[src/rtl/map_mem_pkg.sv]
// Shared types and defaults for the cartridge memory arbiter.
package map_mem_pkg;

  // Default memory word address width, matching the mapper bus.
  localparam int ADDR_BITS_DEF = 22;

  // Which requester owns the access currently on the memory port.
  typedef enum logic [1:0] {
    OWN_NONE,
    OWN_CHR,
    OWN_PRG,
    OWN_LD
  } owner_t;

  // Arbiter state: waiting for work, or holding a request until ack.
  typedef enum logic {
    IDLE,
    BUSY
  } arb_state_t;

endpackage

[src/rtl/map_req_detect.sv]
// New-access detector with a one-deep pending slot for one NES-side requester.
// A request is new when the enable rises, or when the address differs from the
// most recent address this slot has latched (pending) or handed out (served).
module map_req_detect #(
  parameter int ADDR_BITS = 22,
  parameter int PAY_W     = 9
) (
  input  logic                 clk,
  input  logic                 reset,
  input  logic                 active,
  input  logic [ADDR_BITS-1:0] addr,
  input  logic [PAY_W-1:0]     payload,
  input  logic                 grant,
  output logic                 pend,
  output logic [ADDR_BITS-1:0] pend_addr,
  output logic [PAY_W-1:0]     pend_payload
);

  logic                 active_prev_reg;
  logic                 pend_reg;
  logic [ADDR_BITS-1:0] pend_addr_reg;
  logic [ADDR_BITS-1:0] last_addr_reg;
  logic [PAY_W-1:0]     pend_payload_reg;
  logic [ADDR_BITS-1:0] ref_addr;
  logic                 hit;

  // Comparing against the pending address keeps a held, unchanged address from
  // re-triggering on the very edge its pending slot is granted.
  assign ref_addr = pend_reg ? pend_addr_reg : last_addr_reg;
  assign hit      = active && (!active_prev_reg || (addr != ref_addr));

  // Track enable history, latch new requests (newest wins), retire on grant.
  always_ff @(posedge clk) begin
    if (reset) begin
      active_prev_reg  <= 1'b0;
      pend_reg         <= 1'b0;
      pend_addr_reg    <= '0;
      last_addr_reg    <= '0;
      pend_payload_reg <= '0;
    end else begin
      active_prev_reg <= active;
      if (grant) begin
        last_addr_reg <= pend_addr_reg;
        pend_reg      <= 1'b0;
      end
      if (hit) begin
        pend_reg         <= 1'b1;
        pend_addr_reg    <= addr;
        pend_payload_reg <= payload;
      end
    end
  end

  assign pend         = pend_reg;
  assign pend_addr    = pend_addr_reg;
  assign pend_payload = pend_payload_reg;

endmodule

[src/rtl/map_mem_arbiter.sv]
// Shares one req/ack memory port between mapper PRG reads, mapper CHR
// reads/writes and the ROM loader. Fixed priority CHR > PRG > LD.
// Optional loader starvation guard: define MAP_ARB_STARVE_GUARD_EN.
module map_mem_arbiter
  import map_mem_pkg::*;
#(
  parameter int ADDR_BITS    = ADDR_BITS_DEF,
  parameter int STARVE_LIMIT = 8
) (
  input  logic                 clk,
  input  logic                 reset,
  input  logic [ADDR_BITS-1:0] prg_addr,
  input  logic                 prg_oe,
  output logic [7:0]           prg_data,
  input  logic [ADDR_BITS-1:0] chr_addr,
  input  logic                 chr_oe,
  input  logic                 chr_we,
  input  logic [7:0]           chr_wdata,
  output logic [7:0]           chr_data,
  input  logic                 ld_valid,
  output logic                 ld_ready,
  input  logic [ADDR_BITS-1:0] ld_addr,
  input  logic [7:0]           ld_data,
  output logic                 mem_req,
  output logic                 mem_we,
  output logic [ADDR_BITS-1:0] mem_addr,
  output logic [7:0]           mem_wdata,
  input  logic                 mem_ack,
  input  logic [7:0]           mem_rdata
);

  // The guard counter is 4 bits wide, so the limit has to fit in it.
  if (STARVE_LIMIT < 1 || STARVE_LIMIT > 15) begin : g_starve_limit_out_of_range
  end

  arb_state_t           state_reg, state_next;
  owner_t               owner_reg;
  logic                 mem_req_reg, mem_we_reg;
  logic [ADDR_BITS-1:0] mem_addr_reg;
  logic [7:0]           mem_wdata_reg, prg_data_reg, chr_data_reg;
  logic                 ld_ready_reg, ld_pend_reg;
  logic                 grant_chr, grant_prg, grant_ld;
  logic                 chr_pend, prg_pend;
  logic [ADDR_BITS-1:0] chr_pend_addr, prg_pend_addr;
  logic [8:0]           chr_pend_pay, prg_pend_pay;
  logic                 ld_ok, ld_done, ack_done, starve_force;

  map_req_detect #(.ADDR_BITS(ADDR_BITS), .PAY_W(9)) u_chr_detect (
    .clk          (clk),
    .reset        (reset),
    .active       (chr_oe | chr_we),
    .addr         (chr_addr),
    .payload      ({chr_we, chr_wdata}),
    .grant        (grant_chr),
    .pend         (chr_pend),
    .pend_addr    (chr_pend_addr),
    .pend_payload (chr_pend_pay)
  );

  // PRG is read-only: its payload is a constant read with zero write data.
  map_req_detect #(.ADDR_BITS(ADDR_BITS), .PAY_W(9)) u_prg_detect (
    .clk          (clk),
    .reset        (reset),
    .active       (prg_oe),
    .addr         (prg_addr),
    .payload      (9'd0),
    .grant        (grant_prg),
    .pend         (prg_pend),
    .pend_addr    (prg_pend_addr),
    .pend_payload (prg_pend_pay)
  );

  // The loader qualifier lags ld_valid by one cycle, giving the loader the same
  // detect-then-grant latency as NES requests, and it is dropped in the ld_ready
  // cycle so a loader that has not yet released ld_valid is not served twice.
  assign ld_ok    = ld_valid && ld_pend_reg;
  assign ack_done = (state_reg == BUSY) && mem_ack;
  assign ld_done  = ack_done && (owner_reg == OWN_LD);

`ifdef MAP_ARB_STARVE_GUARD_EN
  localparam logic [3:0] STARVE_THR = 4'(STARVE_LIMIT);
  logic [3:0] starve_cnt_reg;

  // Count NES grants that bypass a waiting loader; cleared when LD is granted.
  always_ff @(posedge clk) begin
    if (reset) begin
      starve_cnt_reg <= 4'd0;
    end else if (grant_ld) begin
      starve_cnt_reg <= 4'd0;
    end else if ((grant_chr || grant_prg) && ld_valid && (starve_cnt_reg != 4'hF)) begin
      starve_cnt_reg <= starve_cnt_reg + 4'd1;
    end
  end

  assign starve_force = ld_ok && (starve_cnt_reg >= STARVE_THR);
`else
  assign starve_force = 1'b0;
`endif

  // State register.
  always_ff @(posedge clk) begin
    if (reset) state_reg <= IDLE;
    else       state_reg <= state_next;
  end

  // Grant selection in IDLE; leave BUSY on ack.
  always_comb begin
    state_next = state_reg;
    grant_chr  = 1'b0;
    grant_prg  = 1'b0;
    grant_ld   = 1'b0;
    case (state_reg)
      IDLE: begin
        if (starve_force)  grant_ld  = 1'b1;
        else if (chr_pend) grant_chr = 1'b1;
        else if (prg_pend) grant_prg = 1'b1;
        else if (ld_ok)    grant_ld  = 1'b1;
        if (grant_chr || grant_prg || grant_ld) state_next = BUSY;
      end
      BUSY: begin
        if (mem_ack) state_next = IDLE;
      end
      default: state_next = IDLE;
    endcase
  end

  // Memory port drive on grant, completion handling and read data capture.
  always_ff @(posedge clk) begin
    if (reset) begin
      owner_reg     <= OWN_NONE;
      mem_req_reg   <= 1'b0;
      mem_we_reg    <= 1'b0;
      mem_addr_reg  <= '0;
      mem_wdata_reg <= 8'd0;
      prg_data_reg  <= 8'd0;
      chr_data_reg  <= 8'd0;
      ld_ready_reg  <= 1'b0;
      ld_pend_reg   <= 1'b0;
    end else begin
      ld_ready_reg <= 1'b0;
      ld_pend_reg  <= ld_valid && !ld_done;
      if (grant_chr) begin
        owner_reg     <= OWN_CHR;
        mem_req_reg   <= 1'b1;
        mem_addr_reg  <= chr_pend_addr;
        mem_we_reg    <= chr_pend_pay[8];
        mem_wdata_reg <= chr_pend_pay[7:0];
      end else if (grant_prg) begin
        owner_reg     <= OWN_PRG;
        mem_req_reg   <= 1'b1;
        mem_addr_reg  <= prg_pend_addr;
        mem_we_reg    <= prg_pend_pay[8];
        mem_wdata_reg <= prg_pend_pay[7:0];
      end else if (grant_ld) begin
        owner_reg     <= OWN_LD;
        mem_req_reg   <= 1'b1;
        mem_addr_reg  <= ld_addr;
        mem_we_reg    <= 1'b1;
        mem_wdata_reg <= ld_data;
      end
      if (ack_done) begin
        mem_req_reg <= 1'b0;
        case (owner_reg)
          OWN_CHR: if (!mem_we_reg) chr_data_reg <= mem_rdata;
          OWN_PRG: prg_data_reg <= mem_rdata;
          OWN_LD:  ld_ready_reg <= 1'b1;
          default: ;
        endcase
      end
    end
  end

  assign mem_req   = mem_req_reg;
  assign mem_we    = mem_we_reg;
  assign mem_addr  = mem_addr_reg;
  assign mem_wdata = mem_wdata_reg;
  assign prg_data  = prg_data_reg;
  assign chr_data  = chr_data_reg;
  assign ld_ready  = ld_ready_reg;

endmodule
[config.mk]
export PLATFORM = sky130hd
export DESIGN_NAME = map_mem_arbiter
export DESIGN_NICKNAME = d
export VERILOG_FILES = /design/src/rtl/map_mem_pkg.sv /design/src/rtl/map_req_detect.sv /design/src/rtl/map_mem_arbiter.sv
export SDC_FILE = /design/constraint.sdc
export NUM_CORES = 1
export LEC_CHECK = 0
export BUFFER_PORTS_ARGS = -buffer_cell sky130_fd_sc_hd__buf_2
export CAP_MARGIN = 30
export CORE_ASPECT_RATIO = 0.8
export CORE_MARGIN = 1
export CORE_UTILIZATION = 55
export CTS_CLUSTER_DIAMETER = 200
export CTS_CLUSTER_SIZE = 20
export DETAILED_ROUTE_END_ITERATION = 8
export GPL_TIMING_DRIVEN = 0
export HOLD_SLACK_MARGIN = 0.15
export PLACE_DENSITY = 0.84
export SLEW_MARGIN = 30
export SYNTH_ARGS = -nofsm -noshare
export SYNTH_HDL_FRONTEND = slang
export SYNTH_HIERARCHICAL = 1
export SYNTH_SLANG_ARGS = --single-unit
[constraint.sdc]
create_clock -name clk -period 2.85 [get_ports clk]
set_input_delay 0.1425 -clock clk [delete_from_list [all_inputs] [get_ports clk]]
set_output_delay 0.1425 -clock clk [all_outputs]
set_load 0.02 [all_outputs]
---- Word level (Yosys, flattened, before mapping) ----
Index checks and enable logic that the tools add are counted.
operators by class
  bitwise gates (word level) .............. 4
  reductions and logical operators ........ 22
  multiplexer cells ....................... 36
  eq/ne operators ......................... 5
operators by type and width
  cell                                            count
  2-to-1 mux 22 bit                               5
  != test 22 bit                                  2
  2-to-1 mux 1 bit                                25
  2-to-1 mux 8 bit                                3
  logical AND 1 bit                               6
  nonzero test 2 bit                              3
  OR reduction 2 bit                              3
  == test 2 bit (second input constant)           2
  logical OR 1 bit                                4
  2-to-1 mux 2 bit                                2
  zero test 1 bit                                 3
  NOT 1 bit                                       3
  AND reduction 3 bit                             1
  nonzero test 3 bit                              1
  == test 2 x 1 -> 1 bit (second input constant)  1
  one-hot mux 1 bit (2 select lines)              1
  AND reduction 2 bit                             1
  bitwise OR 1 bit                                1
storage, ports and cells
  input bits .............................. 97
  output and inout port bits .............. 49
  bits in registers ....................... 154

---- Longest topological paths before layout ----
  word-level depth ........................ 9
  mapped depth ............................ 10
  mapped depth without buffers ............ 6

---- Modules after synthesis ----
Netlist, hierarchy kept.
by module, submodules not included
  module           cells an instance  seq. area each (µm²)  instances  area an instance (µm²)
  map_req_detect   411                1,101.1               2          3,280.6
  map_mem_arbiter  346                1,061.0               1          2,740.1

---- Least setup slack after synthesis ----
Ideal clock, no wire load.
  path type ............................... register to register
  start ................................... reg u_prg_detect.pend_reg, in the netlist u_prg_detect/pend
  end ..................................... reg u_prg_detect.pend_addr_reg[10], in the netlist u_prg_detect/pend_addr[10]
  cell stages (with the launch flop) ...... 10
  setup time .............................. 0.062 ns
  path buffers ............................ 3
  data arrival time ....................... 2.136 ns
  path slack .............................. 0.652 ns
  cells stage by stage .................... dfxtp_1 > buf_6 > buf_6 > mux2i_1 > xnor2_1 > nor4_2 > nand4_2 > buf_2 > or4b_1 > nand3_1
on the way
  word-level cells in the longest chain between the ends .. 4
ends and longest elaborated chain
  element                 line                  RTL
  start, declared         map_req_detect.sv:20  logic pend_reg;
  start signal, assigned  map_req_detect.sv:36  pend_reg <= 1'b0;
  start signal, assigned  map_req_detect.sv:44  pend_reg <= 1'b0;
  start signal, assigned  map_req_detect.sv:47  pend_reg <= 1'b1;
  2-to-1 mux 22 bit       map_req_detect.sv:29  assign ref_addr = pend_reg ? pend_addr_reg : last_addr_reg;
  != test 22 bit          map_req_detect.sv:30  assign hit = active && (!active_prev_reg || (addr != ref_addr));
  logical OR 1 bit        map_req_detect.sv:30
  logical AND 1 bit       map_req_detect.sv:30
  end signal, assigned    map_req_detect.sv:48  pend_addr_reg <= addr;
  end, declared           map_req_detect.sv:21  logic [ADDR_BITS-1:0] pend_addr_reg;
No other way between the ends.
A chain may end at the register's enable or synchronous reset.

==> flow_metrics.tcl <==
set metrics [dict create \
    ioPinCount 146 \
    crit_chain "buf_6 > buf_6 > mux2i_1 > xnor2_1 > nor4_2 > nand4_2 > buf_4 > or4b_2 > nand3_1" \
    cts_max_path_buffers 2 \
    end_kind "register" \
    globalRouteOverflowTotal 0 \
    viasPerCell 6.02 \
    antenna_found_initial 0 \
    cts_buffers 17 \
    slowest_delay_ns 0.62 \
    postPlaceCellArea_um2 10300 \
    cts_max_level 4 \
    synth_edf_count 0 \
    n_antenna_cell 0 \
    crit_slowest_cell "or4b_2" \
    power_mw 6.50 \
    placed_cells 1540 \
    hold_ws_ns 0.153 \
    fmax_mhz 354 \
    io_buffers 144 \
    hold_viol 0 \
    crit_fanout 10 \
    arrival_ns 3.20 \
    clock_latency_ns 0.44 \
    yosysSeqAreaShare_pct 35.1 \
    final_nets 1513 \
    async_reset_ff_share_pct 0 \
    wirelength_um 29600 \
    fin_util_pct 71.1 \
    synth_ff_type "dfxtp_1" \
    path_clk_slew_ns 0.06 \
    die_y_um 118 \
    slew_violations 0 \
    synth_cells 1168 \
    drtIter0Drc 1201 \
    p_leak_nw 4.83 \
    cp_top_family "simple AND/OR/NAND/NOR gates" \
    grt_usage_pct 33.7 \
    final.setup_skew_ns 0.00692 \
    hold_path_class "in2reg" \
    syn_avg_cell_area_um2 7.96 \
    yosysWarnings 6 \
    dpl.hpwl_um 21100 \
    start_util_pct 56.2 \
    num_vias 9921 \
    status "finished, final reports clean" \
    power_switching_mw 1.88 \
    clock-sinks 163 \
    final_antenna_net_count 0 \
    gp_congestion 0.927 \
    swShare_pct 29.0 \
    synth_top_area_share_pct 35.1 \
    fin_area_um2 11800 \
    fin_crit_sh_pct 99.1 \
    dieArea_um2 17400 \
    grt_pass1_wl_um 46600 \
    worstSetupPathType "reg2reg" \
    internal_power_mw 4.62 \
    synthToLayoutAreaGrowth_pct 26.5 \
    yosys.area.top_type "dfxtp_1" \
    power_density_nw_per_um2 553 \
    fin_cells 1647 \
    pwr-share-comb_pct 20.6 \
    fp.coreArea_um2 16600 \
    relSlewSlack_pct 46.0 \
    die_w_um 147 \
    peakVddDrop_mv 0.457 \
    clockRootBuffer "clkbuf_16" \
    yosysUniqueCellTypes 42 \
    synth_area_leaders "dfxtp_1 (35%), mux2i_1 (10%), nor2_1 (7.0%)" \
    drc_errors 0 \
    worstSetupStartpointType "register" \
    grt_start_max_net_pins 17 \
    seqPwrFrac_pct 40.8 \
    required_ns 3.23 \
    grt_pass1_vias 9116 \
    min_period_ns 2.82 \
    dr.pass1.iters 6 \
    worst_slew_pin_slew_ns 0.811 \
    num_rows 42 \
    ys_ff_latch 163 \
    cp_common_cell "buf_6" \
    drive_above_1_share_pct 16.4 \
    setup_viol 0 \
    cp_num_buf_inv 3 \
    clkPwrFrac_pct 38.6 \
    cap_violations 0 \
    routedWlPerCell_um 18.0 \
    syn_area_um2 9300 \
    cts_tree "done" \
]
cell families after synthesis:
kind of cell	after synthesis	share of synthesized area (%)
AOI/OAI and AO/OA	168	11.8
xor gates and xnor gates	44	4.14
buffers and inverters	113	5.66
DFF	163	35.1
muxes	96	10.3
other	1	0.0403
and+or+nand+nor	583	33.0
tightest hold or removal path, delay by kind of cell:
family	cells	cell delay, ns
AOI/OAI and AO/OA	2	0.21
and+or+nand+nor	1	0.09
buffers and inverters	1	0.10
layout make-up:
| type | count | area (um2) |
|---|---|---|
| timing repair buffer | 221 | 1500 |
| clock buffer | 19 | 443 |
| buffer | 111 | 523 |
| multi-input combinational | 900 | 5570 |
| tap | 220 | 275 |
| clock inverter | 11 | 185 |
| sequential | 163 | 3260 |
| fill | 1302 | 4790 |
| inverter | 2 | 7.51 |
per-stage QoR:
step	worst slack (ns)	setup TNS [ns]
floorplan	0.652	0
global route	-0.0258	-0.0474
CTS	0.0412	0
finish	0.0253	0
detailed placement	-0.0649	-2.00
global placement	-0.0452	-0.681
cell usage after synthesis (all sizes together) (2+ instances only):
library cell  count
a311oi           30
nor2b             5
nand2           173
mux2i            96
nand3            62
a21oi           104
and2              2
nor2            174
a211o            31
nand2b           16
nor4              8
nor3              7
xor2              2
xnor2            42
or4b             63
nor4b             2
dfxtp           163
nand4             5
nor3b            62
buf              27
clkbuf           84
power by group through the flow:
stage	sequential, mW	combinational [mW]	clock (mW)
4_1_cts	2.64	1.30	2.50
3_3_place_gp	2.68	1.18	0
3_5_place_dp	2.69	1.21	0
2_1_floorplan	2.70	0.792	0
5_1_grt	2.67	1.44	2.62
6_report	2.65	1.34	2.51
routing by layer:
| metal | vias to the layer above | share of wire, % | track usage [%] |
|---|---|---|---|
| li1 | 4595 | - | - |
| met1 | 4681 | 44 | 47.1 |
| met2 | 582 | 44 | 50.9 |
| met3 | 63 | 10 | 7.34 |
| met4 | 0 | 2.7 | 11.7 |
| met5 | - | 0 | 0 |
final timing paths:
check	slack, ns	cells after the start	from	end
worst min register to register	0.46	2	prg_data[0]$_SDFFE_PP0P_	prg_data[0]$_SDFFE_PP0P_
worst min-delay path	0.15	4	ld_addr[17]	mem_addr[17]$_SDFFE_PP0P_
worst max-delay path	0.03	9	u_prg_detect/pend$_SDFFE_PP0P_	u_prg_detect/pend_payload[8]$_SDFFE_PP0P_
worst max register to register	0.03	9	u_prg_detect/pend$_SDFFE_PP0P_	u_prg_detect/pend_payload[8]$_SDFFE_PP0P_
what timing repair did:
item | CTS | global route
hold buffers | 70 | 0
resized for setup | 0 | 8
setup buffers | 4 | 3
pin swaps | 2 | 3
hold endpoints to repair | 80 | 0
setup endpoints to repair | 61 | 62
layout by cell type (no fill, tap or decap), types with 17 or more instances in the layout:
master and instances:
nand2_1 173, a311oi_1 29, dlygate4sd3_1 70, or4b_1 51, clkbuf_16 17, a21oi_1 104
a211o_1 30, clkbuf_1 81, dfxtp_1 163, mux2i_1 94, xnor2_1 42, nor2_1 174
nor3b_1 62, buf_2 155, nand3_1 62
Power figures use the tool's default switching activity.
